===== src/rtl/axi_lite_reg_slave.sv =====
// axi_lite_reg_slave: AXI4-Lite register bank with a read-only hw_status word at index NUM_REGS-1.
// Defining AXI_REG_SLAVE_PROT_CHECK_EN rejects non-secure (prot[1]) in-range accesses with SLVERR.
module axi_lite_reg_slave #(
  parameter int C_S_AXI_ADDR_WIDTH = 32,
  parameter int C_S_AXI_DATA_WIDTH = 32,
  parameter int NUM_REGS = 16
) (
  input  logic                                 s00_axi_aclk,
  input  logic                                 s00_axi_areset,
  input  logic [C_S_AXI_ADDR_WIDTH-1:0]        s00_axi_awaddr,
  input  logic [2:0]                           s00_axi_awprot,
  input  logic                                 s00_axi_awvalid,
  output logic                                 s00_axi_awready,
  input  logic [C_S_AXI_DATA_WIDTH-1:0]        s00_axi_wdata,
  input  logic [C_S_AXI_DATA_WIDTH/8-1:0]      s00_axi_wstrb,
  input  logic                                 s00_axi_wvalid,
  output logic                                 s00_axi_wready,
  output logic [1:0]                           s00_axi_bresp,
  output logic                                 s00_axi_bvalid,
  input  logic                                 s00_axi_bready,
  input  logic [C_S_AXI_ADDR_WIDTH-1:0]        s00_axi_araddr,
  input  logic [2:0]                           s00_axi_arprot,
  input  logic                                 s00_axi_arvalid,
  output logic                                 s00_axi_arready,
  output logic [C_S_AXI_DATA_WIDTH-1:0]        s00_axi_rdata,
  output logic [1:0]                           s00_axi_rresp,
  output logic                                 s00_axi_rvalid,
  input  logic                                 s00_axi_rready,
  input  logic [C_S_AXI_DATA_WIDTH-1:0]        hw_status,
  output logic [C_S_AXI_DATA_WIDTH*(NUM_REGS-1)-1:0] regs_out,
  output logic                                 wr_pulse
);
  localparam int IW = $clog2(NUM_REGS);
  localparam logic [C_S_AXI_ADDR_WIDTH-1:0] LIMIT = C_S_AXI_ADDR_WIDTH'(NUM_REGS * 4);
  typedef enum logic [1:0] {W_IDLE, W_COMMIT, W_RESP} w_state_t;
  typedef enum logic {R_IDLE, R_DATA} r_state_t;
  w_state_t w_state;
  r_state_t r_state;
  logic [31:0] regs [NUM_REGS-1];
  logic [C_S_AXI_ADDR_WIDTH-1:0] awaddr_q, araddr_q;
  logic [2:0] awprot_q, arprot_q;
  logic [31:0] wdata_q, rd_word;
  logic [3:0] wstrb_q;
  logic aw_held, w_held, ar_held, wr_ns, rd_ns, unused_prot;
  logic [1:0] wr_resp, rd_resp;
`ifdef AXI_REG_SLAVE_PROT_CHECK_EN
  assign wr_ns = awprot_q[1];
  assign rd_ns = arprot_q[1];
  assign unused_prot = ^{awprot_q[2], awprot_q[0], arprot_q[2], arprot_q[0]};
`else
  assign wr_ns = 1'b0;
  assign rd_ns = 1'b0;
  assign unused_prot = ^{awprot_q, arprot_q};
`endif
  // DECERR outranks every other error
  assign wr_resp = awaddr_q >= LIMIT ? 2'b11 : (wr_ns || awaddr_q[IW+1:2] == IW'(NUM_REGS-1)) ? 2'b10 : 2'b00;
  assign rd_resp = araddr_q >= LIMIT ? 2'b11 : rd_ns ? 2'b10 : 2'b00;
  always_comb begin
    rd_word = hw_status;
    for (int i = 0; i < NUM_REGS-1; i++) if (araddr_q[IW+1:2] == IW'(i)) rd_word = regs[i];
  end
  for (genvar i = 0; i < NUM_REGS-1; i++) begin : g_out
    assign regs_out[32*i +: 32] = regs[i];
  end
  always_ff @(posedge s00_axi_aclk or posedge s00_axi_areset)
    if (s00_axi_areset) begin
      w_state <= W_IDLE;
      s00_axi_awready <= 1'b0;
      s00_axi_wready <= 1'b0;
      s00_axi_bvalid <= 1'b0;
      s00_axi_bresp <= 2'b00;
      wr_pulse <= 1'b0;
      aw_held <= 1'b0;
      w_held <= 1'b0;
      awaddr_q <= '0;
      awprot_q <= '0;
      wdata_q <= '0;
      wstrb_q <= '0;
      for (int i = 0; i < NUM_REGS-1; i++) regs[i] <= '0;
    end else begin
      wr_pulse <= 1'b0;
      case (w_state)
        W_IDLE: begin
          if (s00_axi_awready && s00_axi_awvalid) begin
            awaddr_q <= s00_axi_awaddr;
            awprot_q <= s00_axi_awprot;
            aw_held <= 1'b1;
            s00_axi_awready <= 1'b0;
          end else if (!aw_held) s00_axi_awready <= 1'b1;
          if (s00_axi_wready && s00_axi_wvalid) begin
            wdata_q <= s00_axi_wdata;
            wstrb_q <= s00_axi_wstrb;
            w_held <= 1'b1;
            s00_axi_wready <= 1'b0;
          end else if (!w_held) s00_axi_wready <= 1'b1;
          if (aw_held && w_held) w_state <= W_COMMIT;
        end
        W_COMMIT: begin
          if (wr_resp == 2'b00) begin
            for (int i = 0; i < NUM_REGS-1; i++)
              if (awaddr_q[IW+1:2] == IW'(i))
                for (int b = 0; b < 4; b++) if (wstrb_q[b]) regs[i][8*b +: 8] <= wdata_q[8*b +: 8];
            wr_pulse <= 1'b1;
          end
          s00_axi_bvalid <= 1'b1;
          s00_axi_bresp <= wr_resp;
          aw_held <= 1'b0;
          w_held <= 1'b0;
          w_state <= W_RESP;
        end
        default: if (s00_axi_bready) begin
          s00_axi_bvalid <= 1'b0;
          s00_axi_awready <= 1'b1;
          s00_axi_wready <= 1'b1;
          w_state <= W_IDLE;
        end
      endcase
    end
  always_ff @(posedge s00_axi_aclk or posedge s00_axi_areset)
    if (s00_axi_areset) begin
      r_state <= R_IDLE;
      s00_axi_arready <= 1'b0;
      s00_axi_rvalid <= 1'b0;
      s00_axi_rresp <= 2'b00;
      s00_axi_rdata <= '0;
      ar_held <= 1'b0;
      araddr_q <= '0;
      arprot_q <= '0;
    end else begin
      case (r_state)
        R_IDLE: begin
          if (ar_held) begin
            s00_axi_rdata <= rd_resp == 2'b00 ? rd_word : '0;
            s00_axi_rresp <= rd_resp;
            s00_axi_rvalid <= 1'b1;
            ar_held <= 1'b0;
            r_state <= R_DATA;
          end else if (s00_axi_arready && s00_axi_arvalid) begin
            araddr_q <= s00_axi_araddr;
            arprot_q <= s00_axi_arprot;
            ar_held <= 1'b1;
            s00_axi_arready <= 1'b0;
          end else s00_axi_arready <= 1'b1;
        end
        default: if (s00_axi_rready) begin
          s00_axi_rvalid <= 1'b0;
          s00_axi_arready <= 1'b1;
          r_state <= R_IDLE;
        end
      endcase
    end
endmodule


===== config.mk =====
export PLATFORM = sky130hd
export DESIGN_NAME = axi_lite_reg_slave
export DESIGN_NICKNAME = d
export VERILOG_FILES = /design/src/rtl/axi_lite_reg_slave.sv
export SDC_FILE = /design/constraint.sdc
export NUM_CORES = 1
export LEC_CHECK = 0
export BUFFER_PORTS_ARGS = -buffer_cell sky130_fd_sc_hd__buf_4
export CORE_AREA = 2 2 257 259
export CTS_BUF_LIST = sky130_fd_sc_hd__clkbuf_4 sky130_fd_sc_hd__clkbuf_8
export DETAILED_ROUTE_END_ITERATION = 12
export DIE_AREA = 0 0 259 261
export PLACE_DENSITY = 0.65
export SLEW_MARGIN = 20
export SYNTH_ARGS = -nofsm -noshare
export SYNTH_HDL_FRONTEND = slang
export SYNTH_SLANG_ARGS = --single-unit

===== constraint.sdc =====
create_clock -name s00_axi_aclk -period 43.4 [get_ports s00_axi_aclk]
set_clock_uncertainty 0.1 [all_clocks]
set_input_delay 6.51 -clock s00_axi_aclk [delete_from_list [all_inputs] [get_ports s00_axi_aclk]]
set_output_delay 6.51 -clock s00_axi_aclk [all_outputs]
set_load 0.02 [all_outputs]

# Yosys cells after proc, flatten, opt, wreduce, memory -nomap -nowiden

Index checks and enable logic that the tools add are counted.

Register bits after elaboration: 628
Input bits: 145
Output and inout port bits: 522
Word-level logic and storage cells: 256

Order comparisons: 2
Equality and inequality tests: 37
Multiplexer cells: 49
Bitwise operators: 4
Reductions and logical operators: 86

Operator list:

| operator            | number |
|---|---|
| $mux 32             | 16 |
| $reduce_and 4->1    | 60 |
| $ge 32x7->1 const B | 2 |
| $eq 4x4->1 const B  | 15 |
| $eq 4x3->1 const B  | 8 |
| $mux 1              | 22 |
| $reduce_and 2->1    | 9 |
| $eq 4x2->1 const B  | 4 |
| $mux 2              | 5 |
| $ne 2x2->1 const B  | 5 |
| $pmux 1 s2          | 5 |
| $reduce_and 3->1    | 3 |
| $eq 4x1->1 const B  | 2 |
| $logic_not 4->1     | 2 |
| $reduce_bool 2->1   | 4 |
| $logic_not 2->1     | 3 |
| $ne 3x3->1 const B  | 2 |
| $logic_and 1x1->1   | 4 |
| $not 1->1           | 4 |
| $pmux 2 s2          | 1 |
| $reduce_bool 3->1   | 1 |
| $eq 2x1->1 const B  | 1 |

# Depth between registers and ports, before layout

Word-level depth: 17
Gate-level depth with buffers: 10
Gate-level depth less buffers: 6

# Least setup slack after synthesis

No wires, ideal clock.

Path kind: in2reg
From: input s00_axi_wvalid
To: register wdata_q[10]
Library setup time: 0.125 ns
Data arrival time: 7.726 ns
Required time: 43.175 ns
Setup slack: 35.449 ns
Cell stages on the path: 4
Buffers on the path: 1
Cells stage by stage: nand2_1 > nor3_2 > clkbuf_1 > mux2_2

Word-level cells in the longest chain between the ends: 2

Ends and longest elaborated chain:

| what                       | RTL line | text |
|---|---|---|
| start, declared            | 16       | `input logic s00_axi_wvalid,` |
| $logic_and 1x1->1          | 90       | `if (s00_axi_wready && s00_axi_wvalid) begin` |
| $reduce_and 2->1 (no line) | n/a      |  |
| end signal, assigned       | 91       | `wdata_q <= s00_axi_wdata;` |
| end, declared              | 42       | `logic [31:0] wdata_q, rd_word;` |

No other way between the ends.
A chain may end at the register's enable or synchronous reset.

==> summary.txt <==
GRT
  – Largest net degree at the start of global routing: 169
  – Vias in the first global route: 24373
  – Gr usage total: 36.7%
  – First-pass GRT wire length: 178000 µm
  – Grt ovf: 0
  – Initial antenna violation count: 5

Die
  – Effective utilization at floorplan: 44.9%
  – Die X: 259 µm
  – Die height: 261 µm
  – Die area: 0.0676 mm²
  – Ports: 667
  – Core ar.: 0.0650 mm²
  – Rows: 94

Placement
  – Placer congestion estimate: 0.915
  – Post-DP HPWL: 88600 µm
  – Port buffer count: 656
  – Dpl cells: 3740

Pwr
  – VDD IR max: 0.0360 mV
  – Pleak: 18.2 nW
  – Pwr Density: 52.0 mW/mm²

STA
  – Final TNS setup: 0 ns
  – Final period util: 22.7%
  – Final Hold Viols: 0
  – Minimum clock period: 9.86 ns
  – Worst-Margin Slew: 1.22 ns
  – Upper clock frequency limit: 0.101 GHz
  – RSZ-0062 raised after global routing: no
  – Slew Limit Headroom: 18.1%
  – Max-slew violations: 0
  – Final Setup Violations: 0

Final layout
  – Most common cell after layout, fill and taps aside: buf_4
  – Share of cells above drive strength 1: 52.3%
  – Post-Layout Cell Count: 3934
  – Synthesis-to-finish area growth: 27.6%
  – Fill cells: 5435
  – Nets: 3129
  – Most frequent cells in the layout: 701 x buf_4, 619 x dfrtp_1, 595 x mux2_2, 138 x clkbuf_8, 115 x o21ai_0

Clock tree
  – Cts hold-fix bufs: 0
  – Root Driver: clkbuf_8
  – Post-CTS Setup Inserts: 0
  – TritonCTS buffer count: 106
  – Clock tree buffer depth: 3
  – Number of H-tree levels: 3
  – Clk_lat worst skew: 0.72 ns
  – Resize count post-CTS: 0
  – Clock-pin slew on the worst setup and hold paths: 0.07 ns
  – TritonCTS clock tree: built
  – Sink Count: 623

Yosys
  – Async SR Flop Fraction: 100%
  – Ys Warns: 0
  – Seq cells post-synth: 623
  – Sequential share of the synthesized area: 53.3%
  – Distinct cells, synth: 76
  – Synth Cell Area: 0.0292 mm²
  – Synth Flop Type: dfrtp_1
  – Mean Syn Cell Area: 12.5 µm²
  – Post-synth EDFFs: 0
  – Syn nets: 2477
  – Post-Synthesis Cells: 2332

Worst setup path
  – CP most frequent cell: buf_4
  – FF-to-FF path depth: 7
  – Crit path launch type: primary input
  – Slowest cell delay on critical path: 0.87 ns
  – Crit path kind: in2async
  – Max FO, Critical Path: 168
  – Worst Path Required: 44.06 ns
  – CP Capture Type: async pin
  – Register-to-register setup slack: 39.21 ns
  – Worst Path Arrival: 10.52 ns
  – Critical-path cell list: buf_4 -> inv_8 -> buf_12 -> buf_4 -> buf_4 -> buf_4
  – Critical path's slowest cell: buf_4

Drt
  – Post-Route WL: 127000 µm
  – DR pass1 iterations: 6
  – Antenna-violating nets left: 0
  – DR WL/cell: 32.4 µm
  – DR iter-0 viols: 2545
  – DR vias: 24589
  – Vias per cell: 6.25
  – DRC Markers: 0

Min path
  – Hold path cells: 2
  – Hold Crit Class: reg2reg

Run status
  – Status: completed

Flow run
  – MaxCap Viol Count: 0
==> cell type report <==
cell class | count | area (µm²) | area share [%]
sequential | 623 | 15600 | 41.8
multi-input combinational | 1537 | 13000 | 34.8
timing repair buffer | 703 | 5300 | 14.2
clock buffer | 172 | 2150 | 5.78
tap | 864 | 1080 | 2.90
clock inverter | 18 | 128 | 0.342
inverter | 13 | 56.3 | 0.151
antenna | 4 | 10.0 | 0.0268
==> critical path, delay by kind of cell <==
family / cells / cell delay (ns)
buf+inv: 6 / 3.73
==> registers in the layout, summed over array words and instances, names as in the netlist, 2 cells and up <==
| signal | count |
|---|---|
| wstrb_q | 4 |
| regs_out | 480 |
| araddr_q | 30 |
| wdata_q | 32 |
| w_state | 2 |
| s00_axi_rdata | 32 |
| s00_axi_bresp | 2 |
| awaddr_q | 30 |
==> kinds of logic after synthesis <==
family | after synthesis | synth area share, %
xor gates and xnor gates | 1 | 0.0300
DFF | 623 | 53.3
muxes | 637 | 24.5
buffers and inverters | 172 | 2.57
and+or+nand+nor | 352 | 7.09
AOI/OAI and AO/OA | 547 | 12.5
==> through the flow <==
| step | setup slack, ns | instance area (µm²) | power, mW | util, % | hold WS, ns |
|---|---|---|---|---|---|
| after floorplan | 19.34 | 29200 | 1.10 | - | 0.372 |
| after global placement | 32.77 | 35000 | 1.35 | 53.8 | 0.374 |
| after detailed placement | 32.66 | 35000 | 1.36 | 53.8 | 0.385 |
| after CTS | 33.40 | 37300 | 1.92 | 57.3 | 0.398 |
| after global routing | 32.90 | 37300 | 2.00 | 57.3 | 0.415 |
| final | 33.54 | 37300 | 1.94 | 57.3 | 0.391 |
==> Yosys cell counts (8+ instances only) <==
cell type | count | share of area [%]
buf_1 | 42 | 0.54
a21boi_0 | 8 | 0.21
nand3_1 | 10 | 0.17
a21oi_1 | 98 | 1.7
nor3_1 | 9 | 0.15
a211oi_1 | 24 | 0.62
nor2b_1 | 17 | 0.36
a31oi_1 | 13 | 0.28
nor2_4 | 40 | 1.5
a221oi_1 | 17 | 0.51
o221ai_1 | 32 | 0.96
nand2b_1 | 20 | 0.43
o2bb2ai_1 | 9 | 0.27
nor2_2 | 23 | 0.49
nand4_1 | 8 | 0.17
nor2_1 | 66 | 0.85
nor4_1 | 14 | 0.30
and2_1 | 15 | 0.32
o211ai_1 | 10 | 0.26
a221o_1 | 9 | 0.31
o22ai_1 | 85 | 1.8
buf_2 | 48 | 0.82
a22o_1 | 18 | 0.54
inv_1 | 11 | 0.14
clkbuf_1 | 61 | 0.78
nand2_1 | 89 | 1.1
a21o_1 | 13 | 0.33
a222oi_1 | 11 | 0.38
o21ai_0 | 116 | 2.0
a22oi_1 | 43 | 1.1
dfrtp_1 | 623 | 53
mux2i_1 | 36 | 1.2
mux2_2 | 595 | 23
==> where the power goes <==
part / switching, mW / total (mW) / leakage, nW / internal (mW)
logic: 0.407 / 0.618 / 8.54 / 0.211
registers: 0.124 / 0.756 / 8.46 / 0.632
clock network: 0.250 / 0.564 / 1.23 / 0.314
==> final timing paths <==
kind,from,to
worst max-delay path,s00_axi_areset,regs_out[184]$_DFFE_PP0P_
worst min-delay path,s00_axi_rdata[4]$_DFFE_PP0P_,s00_axi_rdata[4]$_DFFE_PP0P_
worst max register to register,araddr_q[3]$_DFFE_PP0P_,s00_axi_rdata[2]$_DFFE_PP0P_
worst min register to register,s00_axi_rdata[4]$_DFFE_PP0P_,s00_axi_rdata[4]$_DFFE_PP0P_
max in group s00_axi_aclk,regs_out[395]$_DFFE_PP0P_,regs_out[395]
min in group asynchronous,s00_axi_areset,wdata_q[1]$_DFFE_PP0P_
==> layer usage <==
layer | GRT usage [%] | vias up | wire length, µm
li1 | - | 10070 | -
met1 | 47.6 | 12618 | 50000
met2 | 57.7 | 1536 | 58500
met3 | 8.64 | 363 | 11700
met4 | 18.7 | 2 | 7160
met5 | 0 | - | 11
Power figures use the tool's default switching activity.
